File: config.mk
export PLATFORM = sky130hd
export DESIGN_NAME = regfile_arbiter_flat
export DESIGN_NICKNAME = d
export VERILOG_FILES = /design/src/rtl/regfile_arbiter_if.sv /design/src/rtl/regfile_arbiter.sv /design/src/flat_wrapper.sv
export SDC_FILE = /design/constraint.sdc
export NUM_CORES = 1
export LEC_CHECK = 0
export ABC_AREA = 1
export BUFFER_PORTS_ARGS = -buffer_cell sky130_fd_sc_hd__buf_4
export CORE_UTILIZATION = 39
export CTS_CLUSTER_DIAMETER = 120
export CTS_CLUSTER_SIZE = 12
export DETAILED_ROUTE_END_ITERATION = 6
export GPL_TIMING_DRIVEN = 0
export PLACE_DENSITY = 0.76
export SETUP_SLACK_MARGIN = 0.5
export SYNTH_ARGS = -nofsm -noshare
export SYNTH_HDL_FRONTEND = slang
export SYNTH_SLANG_ARGS = --single-unit
File: constraint.sdc
create_clock -name i_clk -period 1.25 [get_ports i_clk]
set_input_delay 0.25 -clock i_clk [delete_from_list [all_inputs] [get_ports i_clk]]
set_output_delay 0.25 -clock i_clk [all_outputs]
set_load 0.02 [all_outputs]
File: src/rtl/regfile_arbiter_if.sv
// regfile_arbiter_if: requester-side handshake and register-file port signals of regfile_arbiter.
interface regfile_arbiter_if #(
    parameter int AW = 5,
    parameter int DW = 32
);
    logic          req0, req1, wr0, wr1;
    logic [AW-1:0] addr0, addr1;
    logic [DW-1:0] wdata0, wdata1;
    logic          gnt0, gnt1, ack0, ack1, busy;
    logic [DW-1:0] rdata;
    logic [AW-1:0] w_addr, r_addr_a;
    logic [DW-1:0] w_data, r_data_a;
    logic          write_reg;
    modport slave (
        input  req0, req1, wr0, wr1, addr0, addr1, wdata0, wdata1, r_data_a,
        output gnt0, gnt1, ack0, ack1, busy, rdata, w_addr, w_data, write_reg, r_addr_a
    );
    modport master (
        output req0, req1, wr0, wr1, addr0, addr1, wdata0, wdata1, r_data_a,
        input  gnt0, gnt1, ack0, ack1, busy, rdata, w_addr, w_data, write_reg, r_addr_a
    );
endinterface

File: src/rtl/regfile_arbiter.sv
// regfile_arbiter: round-robin two-requester access controller for the register file.
// Defining RF_ARB_CLEAR_ON_RESET_EN adds a post-reset sweep that zeroes registers 1..31.
module regfile_arbiter #(
    parameter int AW = 5,
    parameter int DW = 32
) (
    input  logic              i_clk,
    input  logic              i_reset,
    regfile_arbiter_if.slave  io_bus
);
    typedef enum logic [1:0] {S_CLEAR, S_IDLE, S_ACCESS, S_ACK} state_t;
`ifdef RF_ARB_CLEAR_ON_RESET_EN
    localparam state_t RST_STATE = S_CLEAR;
    localparam logic   RST_BUSY  = 1'b1;
`else
    localparam state_t RST_STATE = S_IDLE;
    localparam logic   RST_BUSY  = 1'b0;
`endif
    state_t        r_state;
    logic          r_last, r_gnt0, r_gnt1, r_ack0, r_ack1, r_busy, r_write_reg;
    logic [AW-1:0] r_w_addr, r_r_addr_a;
    logic [DW-1:0] r_w_data, r_rdata;
    logic          w_any, w_win, w_wr;
    logic [AW-1:0] w_addr;
    logic [DW-1:0] w_wdata;
    // r_last names the previous winner, so on contention the other requester goes next
    assign w_any   = io_bus.req0 || io_bus.req1;
    assign w_win   = (io_bus.req0 && io_bus.req1) ? !r_last : io_bus.req1;
    assign w_wr    = w_win ? io_bus.wr1 : io_bus.wr0;
    assign w_addr  = w_win ? io_bus.addr1 : io_bus.addr0;
    assign w_wdata = w_win ? io_bus.wdata1 : io_bus.wdata0;
    always_ff @(posedge i_clk) begin
        if (i_reset) begin
            r_state     <= RST_STATE;
            r_last      <= 1'b1;
            r_gnt0      <= 1'b0;
            r_gnt1      <= 1'b0;
            r_ack0      <= 1'b0;
            r_ack1      <= 1'b0;
            r_busy      <= RST_BUSY;
            r_write_reg <= 1'b0;
            r_w_addr    <= '0;
            r_r_addr_a  <= '0;
            r_w_data    <= '0;
            r_rdata     <= '0;
        end else begin
            case (r_state)
`ifdef RF_ARB_CLEAR_ON_RESET_EN
                // r_w_addr doubles as the sweep counter, starting from its reset value of 0
                S_CLEAR: if (r_write_reg && &r_w_addr) begin
                    r_write_reg <= 1'b0;
                    r_busy      <= 1'b0;
                    r_state     <= S_IDLE;
                end else begin
                    r_write_reg <= 1'b1;
                    r_w_addr    <= r_w_addr + 1'b1;
                    r_w_data    <= '0;
                end
`endif
                S_IDLE: if (w_any) begin
                    r_state     <= S_ACCESS;
                    r_busy      <= 1'b1;
                    r_last      <= w_win;
                    r_gnt0      <= !w_win;
                    r_gnt1      <= w_win;
                    r_write_reg <= w_wr;
                    r_w_addr    <= w_addr;
                    r_r_addr_a  <= w_addr;
                    r_w_data    <= w_wdata;
                end
                S_ACCESS: begin
                    r_state     <= S_ACK;
                    r_gnt0      <= 1'b0;
                    r_gnt1      <= 1'b0;
                    r_write_reg <= 1'b0;
                    r_ack0      <= !r_last;
                    r_ack1      <= r_last;
                    if (!r_write_reg) r_rdata <= io_bus.r_data_a;
                end
                S_ACK: begin
                    r_state <= S_IDLE;
                    r_ack0  <= 1'b0;
                    r_ack1  <= 1'b0;
                    r_busy  <= 1'b0;
                end
                default: r_state <= S_IDLE;
            endcase
        end
    end
    assign io_bus.gnt0      = r_gnt0;
    assign io_bus.gnt1      = r_gnt1;
    assign io_bus.ack0      = r_ack0;
    assign io_bus.ack1      = r_ack1;
    assign io_bus.busy      = r_busy;
    assign io_bus.rdata     = r_rdata;
    assign io_bus.w_addr    = r_w_addr;
    assign io_bus.w_data    = r_w_data;
    assign io_bus.write_reg = r_write_reg;
    assign io_bus.r_addr_a  = r_r_addr_a;
endmodule
File: src/flat_wrapper.sv
// flat-port wrapper written by rule: the top's interface ports become plain ports
module regfile_arbiter_flat 
#(
    parameter int AW = 5,
    parameter int DW = 32
)
  (i_clk, i_reset, io_bus_req0, io_bus_req1, io_bus_wr0, io_bus_wr1, io_bus_addr0, io_bus_addr1, io_bus_wdata0, io_bus_wdata1, io_bus_r_data_a, io_bus_gnt0, io_bus_gnt1, io_bus_ack0, io_bus_ack1, io_bus_busy, io_bus_rdata, io_bus_w_addr, io_bus_w_data, io_bus_write_reg, io_bus_r_addr_a);
  regfile_arbiter_if #(.AW(AW), .DW(DW)) io_bus_i ();
  input  logic i_clk;
  input  logic i_reset;
  input wire logic [$bits(io_bus_i.req0)-1:0] io_bus_req0;
  input wire logic [$bits(io_bus_i.req1)-1:0] io_bus_req1;
  input wire logic [$bits(io_bus_i.wr0)-1:0] io_bus_wr0;
  input wire logic [$bits(io_bus_i.wr1)-1:0] io_bus_wr1;
  input wire logic [$bits(io_bus_i.addr0)-1:0] io_bus_addr0;
  input wire logic [$bits(io_bus_i.addr1)-1:0] io_bus_addr1;
  input wire logic [$bits(io_bus_i.wdata0)-1:0] io_bus_wdata0;
  input wire logic [$bits(io_bus_i.wdata1)-1:0] io_bus_wdata1;
  input wire logic [$bits(io_bus_i.r_data_a)-1:0] io_bus_r_data_a;
  output wire logic [$bits(io_bus_i.gnt0)-1:0] io_bus_gnt0;
  output wire logic [$bits(io_bus_i.gnt1)-1:0] io_bus_gnt1;
  output wire logic [$bits(io_bus_i.ack0)-1:0] io_bus_ack0;
  output wire logic [$bits(io_bus_i.ack1)-1:0] io_bus_ack1;
  output wire logic [$bits(io_bus_i.busy)-1:0] io_bus_busy;
  output wire logic [$bits(io_bus_i.rdata)-1:0] io_bus_rdata;
  output wire logic [$bits(io_bus_i.w_addr)-1:0] io_bus_w_addr;
  output wire logic [$bits(io_bus_i.w_data)-1:0] io_bus_w_data;
  output wire logic [$bits(io_bus_i.write_reg)-1:0] io_bus_write_reg;
  output wire logic [$bits(io_bus_i.r_addr_a)-1:0] io_bus_r_addr_a;
  assign io_bus_i.req0 = io_bus_req0;
  assign io_bus_i.req1 = io_bus_req1;
  assign io_bus_i.wr0 = io_bus_wr0;
  assign io_bus_i.wr1 = io_bus_wr1;
  assign io_bus_i.addr0 = io_bus_addr0;
  assign io_bus_i.addr1 = io_bus_addr1;
  assign io_bus_i.wdata0 = io_bus_wdata0;
  assign io_bus_i.wdata1 = io_bus_wdata1;
  assign io_bus_i.r_data_a = io_bus_r_data_a;
  assign io_bus_gnt0 = io_bus_i.gnt0;
  assign io_bus_gnt1 = io_bus_i.gnt1;
  assign io_bus_ack0 = io_bus_i.ack0;
  assign io_bus_ack1 = io_bus_i.ack1;
  assign io_bus_busy = io_bus_i.busy;
  assign io_bus_rdata = io_bus_i.rdata;
  assign io_bus_w_addr = io_bus_i.w_addr;
  assign io_bus_w_data = io_bus_i.w_data;
  assign io_bus_write_reg = io_bus_i.write_reg;
  assign io_bus_r_addr_a = io_bus_i.r_addr_a;
  regfile_arbiter #(.AW(AW), .DW(DW)) u_core (.i_clk(i_clk), .i_reset(i_reset), .io_bus(io_bus_i));
endmodule
== Word-level counts from Yosys, hierarchy flattened ==
Index checks and enable logic that the tools add are counted.
Word-level totals
  register bits after elaboration: 78
  latch bits: 0
  bits in writable memories: 0
  ROM bits: 0
  input bits: 112
  output and inout bits: 80
  memories: 0
Operators by class
  $add $sub $neg: 0
  multipliers: 0
  divide/modulo/power cells: 0
  magnitude comparators: 0
  equality and inequality tests: 4
  shifts and indexed selects: 0
  mux-type cells: 16
  bitwise logic cells: 1
  reduce and logical (&&, ||, !) cells: 11
Operators with widths (count)
  $mux 32: 1
  $pmux 1 s2: 6
  $reduce_and 2->1: 4
  $mux 1: 6
  $reduce_bool 2->1: 3
  $mux 5: 1
  $eq 2x2->1 const B: 2
  $pmux 2 s2: 1
  $eq 2x1->1 const B: 1
  $logic_not 1->1: 2
  $mux 2: 1
  $ne 2x1->1 const B: 1
  $logic_and 1x1->1: 1
  $logic_or 1x1->1: 1
  $not 1->1: 1

== Longest topological paths before layout ==
Gate-level depths: netlist of run 1.
  depth after elaboration: 5
  gate-level depth with buffers: 9
  depth with buffers taken out: 7

== Worst setup path before layout of run 1 ==
OpenSTA, ideal clock, no wires.
  path kind: register to register
  start point: register u_core.r_state[1]
  end point: register u_core.r_w_data[10] (netlist: u_core.io_bus.w_data[10])
  data arrival time: 1.181 ns
  required time: 1.133 ns
  setup slack: -0.048 ns
  stages on the path, launching flop included: 10
  buffers on the path: 2
  cells stage by stage: dfxtp_1 -> inv_1 -> ha_1 -> inv_2 -> nor2_4 -> buf_6 -> buf_6 -> nand2_1 -> a21oi_1 -> nor2_1
Between the ends
  longest elaborated chain between the ends: 2
Ends and longest elaborated chain
  start: declaration: line regfile_arbiter.sv:19  | state_t r_state;
  start signal: assignment: line regfile_arbiter.sv:34  | r_state <= RST_STATE;
  start signal: assignment: line regfile_arbiter.sv:61  | r_state <= S_ACCESS;
  start signal: assignment: line regfile_arbiter.sv:72  | r_state <= S_ACK;
  $eq 2x1->1: line regfile_arbiter.sv:47  | case (r_state)
  $reduce_and 2->1 (no line)
  end signal: assignment: line regfile_arbiter.sv:69  | r_w_data <= w_wdata;
  end: declaration: line regfile_arbiter.sv:22  | logic [DW-1:0] r_w_data, r_rdata;
Every way passes these cells.
A chain may end at the register's enable or synchronous reset.

== Worst setup path in the final report of run 1 ==
  start point: register u_core.r_state[1]
  end point: register u_core.r_rdata[14] (netlist: u_core.io_bus.rdata[14])
Between the ends
  longest elaborated chain between the ends: 2
Ends and longest elaborated chain
  $eq 2x2->1: line regfile_arbiter.sv:47
  $reduce_and 2->1 (no line)
  end signal: assignment: line regfile_arbiter.sv:78  | if (!r_write_reg) r_rdata <= io_bus.r_data_a;
  end: declaration: line regfile_arbiter.sv:22
Every way passes these cells.

==> results of run 1 <==
area by class of cell:
cell class	instances	area, um^2
fillers	525	1700
repair buffers	217	2000
clock buffers	10	128
multi-input cells	316	1740
flip-flops and latches	78	1680
inverters	9	48.8
plain buffers	33	294
clock inverters	6	93.8
well taps	102	128
timing repair:
action / in CTS / in global routing
buffers inserted: 14 / 6
gates resized for setup: 218 / 74
setup endpoints to repair: 158 / 158
pin swaps: 18 / 9
gates cloned: 5 / 1
power groups by stage:
stage	logic (mW)	clock network [mW]	registers, mW
2_1_floorplan	1.36	0	3.85
3_3_place_gp	3.26	0	3.30
3_5_place_dp	3.30	0	3.32
4_1_cts	4.22	2.15	3.43
5_1_grt	4.91	2.27	3.52
6_report	4.60	2.12	3.46
routing by layer:
layer  routed length [um]  vias up  part of all wire, %  track usage, %
li1                     -     1868                    -               -
met1                 4560     1832                   39            29.2
met2                 6200      136                   53            47.0
met3                  756       20                  6.4            8.70
met4                  259        0                  2.2            10.3
met5                    0        -                    0               0
worst max-delay path, cell delays in order, from the launching register on:
cell and delay [ps]:
dfxtp_4 360, buf_6 100, ha_4 140, inv_4 40, nor2_4 200, clkinv_4 140, buf_6 170, nor2_2 90
nor2_1 50
cells in the final DEF (no fill, tap or decap), types with 5 or more instances in the layout:
cell type / count
buf_2: 5
o21ai_1: 13
nand2_4: 6
buf_6: 97
clkbuf_8: 11
nand2_1: 61
dfxtp_4: 8
o21ai_0: 57
dfxtp_2: 70
nand2_2: 17
clkbuf_1: 7
a21oi_1: 15
a21oi_2: 28
nor2_2: 18
nor2_4: 10
buf_4: 130
nor2_1: 77
stage by stage:
step,hold WS [ps],total power [mW]
after global routing,97.8,10.7
after detailed placement,459,6.62
final,120,10.2
after CTS,85.7,9.79
after global placement,457,6.56
after floorplan,319,5.21
cell families after synthesis:
kind of cell               after synthesis  synth area share [%]
DFF                                     78                  49.0
and+or+nand+nor                        196                  24.0
buffers and inverters                   42                  7.27
adders and majority gates                3                  1.18
AOI/OAI and AO/OA                      117                  18.5
worst paths after layout:
| check | start | endpoint | cells after the start |
|---|---|---|---|
| setup / recovery | u_core.r_state[1] | u_core.io_bus.rdata[14] | 8 |
| hold / removal | io_bus_wdata1[28] | u_core.io_bus.w_data[28] | 3 |
| setup reg to reg | u_core.r_state[1] | u_core.io_bus.rdata[14] | 8 |
| hold reg to reg | u_core.io_bus.gnt0 | u_core.io_bus.gnt0 | 2 |
==> results.tsv, run 1 <==
stage	metric	value	unit
finish	design_area	0.00611	mm^2
yosys	yosysMostFrequentCell	nor2_1	
finish	drive_gt1_share	64.4	%
yosys	synthDistinctLibCells	20	
power_and_ir_drop	p_leak	2.84	nW
power_and_ir_drop	p_clk_share	20.9	%
critical_path	cp_data_arrival_time	1650	ps
die	core	0.00781	mm^2
sta	fmax	710	MHz
place	gp_congestion	0.804	
finish	layout.nets	779	
yosys	seq_area_frac_synth	49.0	%
run_status	violations	negative setup slack	
finish	area_delta_synth_final	91.8	%
grt	overflow	0	
place	dp_hpwl	7.62	mm
sta	skew	10.6	ps
route	drt_iter0_markers	99	
power_and_ir_drop	vdd_ir_drop_max	987	uV
die	core.rowCount	32	
place	port_buffers	191	
sta	slew-limit-headroom	71.1	%
power_and_ir_drop	p_sw_share	35.7	%
die	dieArea	0.00853	mm^2
die	initial_core_util	40.8	%
route	routedWlPerCell	15.3	um
yosys	ys_top_cells_by_count	nor2_1, nand2_1, dfxtp_1	
sta	finalCritPeriodShare	113	%
critical_path	cp_max_fo	8	
job	cap_violations	0	
worst_hold_path	hp-class	in -> reg	
finish	final_util	78.2	%
yosys	netlist_area	0.00319	mm^2
yosys	syn_nets	551	
yosys	synth_edf_count	0	
route	drt_first_pass_iters	4	
route	vias	3856	
yosys	synth_flop_cell	dfxtp_1	
grt	antenna_found_initial	0	
clocking	cts.sinks	78	
clocking	ctsHoldBuffers	0	
power_and_ir_drop	comb_power_share	45.1	%
route	finalWirelength	11.8	mm
die	die_w	92.4	um
yosys	syn_avg_cell_area	7.31	um^2
yosys	synth.largest_area_cell	dfxtp_1	
critical_path	path_class	reg -> reg	
grt	grt_usage	26.5	%
finish	insertedDiodeCount	0	
sta	worst_slack	-158	ps
yosys	yosys_warnings	0	
sta	worstMarginPinSlew	434	ps
power_and_ir_drop	intPower	6.55	mW
route	vias_per_cell	5.00	
critical_path	critPathLaunchType	flop	
sta	setup_viol	74	
critical_path	crit_path_end_kind	flop	
critical_path	reg2reg_slack	-160	ps
clocking	cts_root_buf	clkbuf_8	
place	dp_worst_setup_slack	-134	ps
yosys	ys_ff_latch	78	
route	drc	0	
yosys	synth_top_area_share	49.0	%
sta	fin_crit	1410	ps
yosys	syn_inst	436	
sta	setup_tns	-7400	ps
sta	drv_slew	0	
grt	grt_max_degree	15	
power_and_ir_drop	power.switching	3.63	mW
route	antenna_left	0	
power_and_ir_drop	powerDensity	1670	mW/mm^2
clocking	max-clock-path-buffers	2	
die	io-pin-count	192	
die	die_h	92.4	um
yosys	synthTopCellsByArea	dfxtp_1, nor2_1, o21ai_0	
clocking	cts_max_level	3	
yosys	synthArstFlopShare	0	%
run_status	outcome	complete, but fails checks	
clocking	clk_pin_slew	90	ps
sta	rsz0062_at_grt	true	
sta	hold_viol	0	
clocking	numCtsBuffers	9	
clocking	cts_tree	done	
finish	layoutNonFillerInstCount	771	
place	placedCellCount	729	
grt	grt_pass1_vias	3859	
power_and_ir_drop	seq_power_share	34.0	%
clocking	insertion_delay	350	ps
grt	grt_pass1_wl	17.8	mm
critical_path	cp.required	1490	ps
place	place_area	0.00481	mm^2
(Power assumes the default switching activity.)
==> run 2, diff against run 1 <==
Settings changed: SKIP_CTS_REPAIR_TIMING set to 1.
==> run 2 against run 1 <==
  * The run still ends with negative setup slack left
  * First-iteration DRC count down 5.1%
  * Maximum frequency down 4.9%
  * Sequential share of layout area is 1.3 points higher
  * Register-to-register slack worse by 70 ps
  * Setup slack worse by 73 ps
  * Design area fell by 5.1%
  * Total power down 3.5%
  * Clock skew down 4.4 ps
  * Cell count fell by 1.6%
  * Worst hold slack got worse by 21 ps
  * Largest cell class unchanged
  * Highest routed layer unchanged
==> results.tsv, run 2 (synthesized netlist as in run 1, its figures left out) <==
stage	metric	value	unit	change
clocking	numCtsBuffers	9		unchanged
sta	finalCritPeriodShare	118	%	+5.8 points
grt	grt_pass1_wl	15.7	mm	-12%
critical_path	cp.required	1490	ps	about the same
grt	grt.met1_usage	27.3	%	-1.9 points
grt	grt_max_degree	15		unchanged
job	cap_violations	0		unchanged
clocking	cts_max_level	3		unchanged
sta	worstMarginPinSlew	422	ps	-11.3 ps
die	die_h	92.4	um	unchanged
route	routedWlPerCell	14.7	um	-3.6%
sta	slew-limit-headroom	71.8	%	+0.75 points
clocking	insertion_delay	350	ps	about the same
die	dieArea	0.00853	mm^2	unchanged
clocking	max-clock-path-buffers	2		unchanged
grt	antenna_found_initial	0		unchanged
power_and_ir_drop	p_leak	2.76	nW	-2.6%
clocking	cts.sinks	78		unchanged
route	vias	3738		-3.1%
critical_path	path_buf_inv	3		-1
finish	insertedDiodeCount	0		unchanged
grt	overflow	0		unchanged
route	drt_first_pass_iters	4		unchanged
place	gp_congestion	0.804		unchanged
power_and_ir_drop	vdd_ir_drop_max	1070	uV	+8.5%
sta	drv_slew	0		unchanged
run_status	violations	negative setup slack		
critical_path	max_stage_delay	390	ps	+30 ps
run_status	outcome	complete, but fails checks		
die	core	0.00781	mm^2	unchanged
grt	grt_pass1_vias	3439		-11%
sta	hold_viol	0		unchanged
critical_path	crit_chain	ha_4 > inv_4 > nor2_4 > clkbuf_16 > clkbuf_16 > nand2_1 > a21oi_1 > nor2_1		
die	initial_core_util	40.8	%	unchanged
place	port_buffers	191		unchanged
grt	grt_usage	23.3	%	-3.3 points
route	finalWirelength	11.2	mm	-5.1%
clocking	cts_tree	done		
sta	fin_crit	1480	ps	+73.1 ps
grt	met2_usage	38.9	%	-8.1 points
critical_path	cp_max_fo	5		-3
sta	rsz0062_at_grt	true		
die	die_w	92.4	um	unchanged
critical_path	crit_top_cell	clkbuf_16		
finish	final_cell_mix	buf_4, nor2_1, buf_6		
critical_path	cp_data_arrival_time	1720	ps	+70 ps
finish	area_delta_synth_final	82.0	%	
route	antenna_left	0		unchanged
critical_path	path_class	reg -> reg		
die	core.rowCount	32		unchanged
finish	drive_gt1_share	57.1	%	-7.3 points
place	dp_worst_setup_slack	-134	ps	unchanged
finish	layout.cells.most_common	buf_4		
clocking	clk_pin_slew	80	ps	about the same
finish	final_util	74.2	%	-4.0 points
worst_hold_path	hp-class	in -> reg		
critical_path	critPathLaunchType	flop		
critical_path	crit_family	flip-flops		
sta	fmax	675	MHz	-4.9%
critical_path	slowest_stage	dfxtp_2		
critical_path	crit_path_end_kind	flop		
sta	setup_viol	72		-2.7%
finish	layout.nets	767		-1.5%
sta	skew	6.16	ps	-4.44 ps
grt	grt_use_met3	8.62	%	-0.082 points
route	vias_per_cell	4.92		-1.5%
clocking	cts_root_buf	clkbuf_8		
die	io-pin-count	192		unchanged
place	dp_hpwl	7.62	mm	unchanged
grt	grt_busiest_layer	met2		
route	drt_iter0_markers	94		-5.1%
power_and_ir_drop	powerDensity	1700	mW/mm^2	+1.7%
route	drc	0		unchanged
sta	worst_slack	-231	ps	-73.1 ps
[run 2: cell types whose count changed in the layout (fill, tap and decap cells not counted), sizes merged]
cell / previous run / this run
inv: 10 / 11
clkbuf: 23 / 26
clkinv: 2 / 1
buf: 237 / 222
[run 2: path summary, 6_finish.rpt]
check                                         from                 endpoint  slack, ps  cells past startpoint
worst min register to register  u_core.io_bus.gnt0       u_core.io_bus.gnt0        490                      2
worst max-delay path             u_core.r_state[0]  u_core.io_bus.w_data[0]       -230                      8
worst min-delay path                       i_reset       u_core.io_bus.ack1        100                      2
worst max register to register   u_core.r_state[0]  u_core.io_bus.w_data[0]       -230                      8
[run 2: metrics by stage]
step / cells / TNS [ps] / area [um^2] / total power [mW] / hold WS [ps]
2_1_floorplan: 436 / 0 / 3250 / 5.21 / 319
6_report: 759 / -9240 / 5800 / 9.83 / 98.4
4_1_cts: 745 / -7220 / 5030 / 8.73 / 93.0
3_3_place_gp: 729 / -4980 / 4810 / 6.56 / 457
5_1_grt: 759 / -15400 / 5800 / 10.4 / 81.4
3_5_place_dp: 729 / -6070 / 4810 / 6.62 / 459
[run 2: report_power, final]
part           switching [mW]  total (mW)  internal [mW]
Combinational            2.15        4.27           2.13
Clock                   0.975        2.12           1.14
Sequential              0.361        3.43           3.07
[run 2: cell type report]
class,instances,area [um^2]
fill,580,2010
timing repair buffer,205,1890
sequential,78,1670
multi-input combinational,316,1590
buffer,33,258
clock buffer,10,128
tap,102,128
clock inverter,6,93.8
inverter,9,38.8
[run 2: routing by layer]
metal	share of wire, %	up-vias	routed length (um)
li1	-	1837	-
met1	38	1733	4190
met2	52	146	5770
met3	8.3	22	927
met4	2.6	0	286
met5	0	-	0
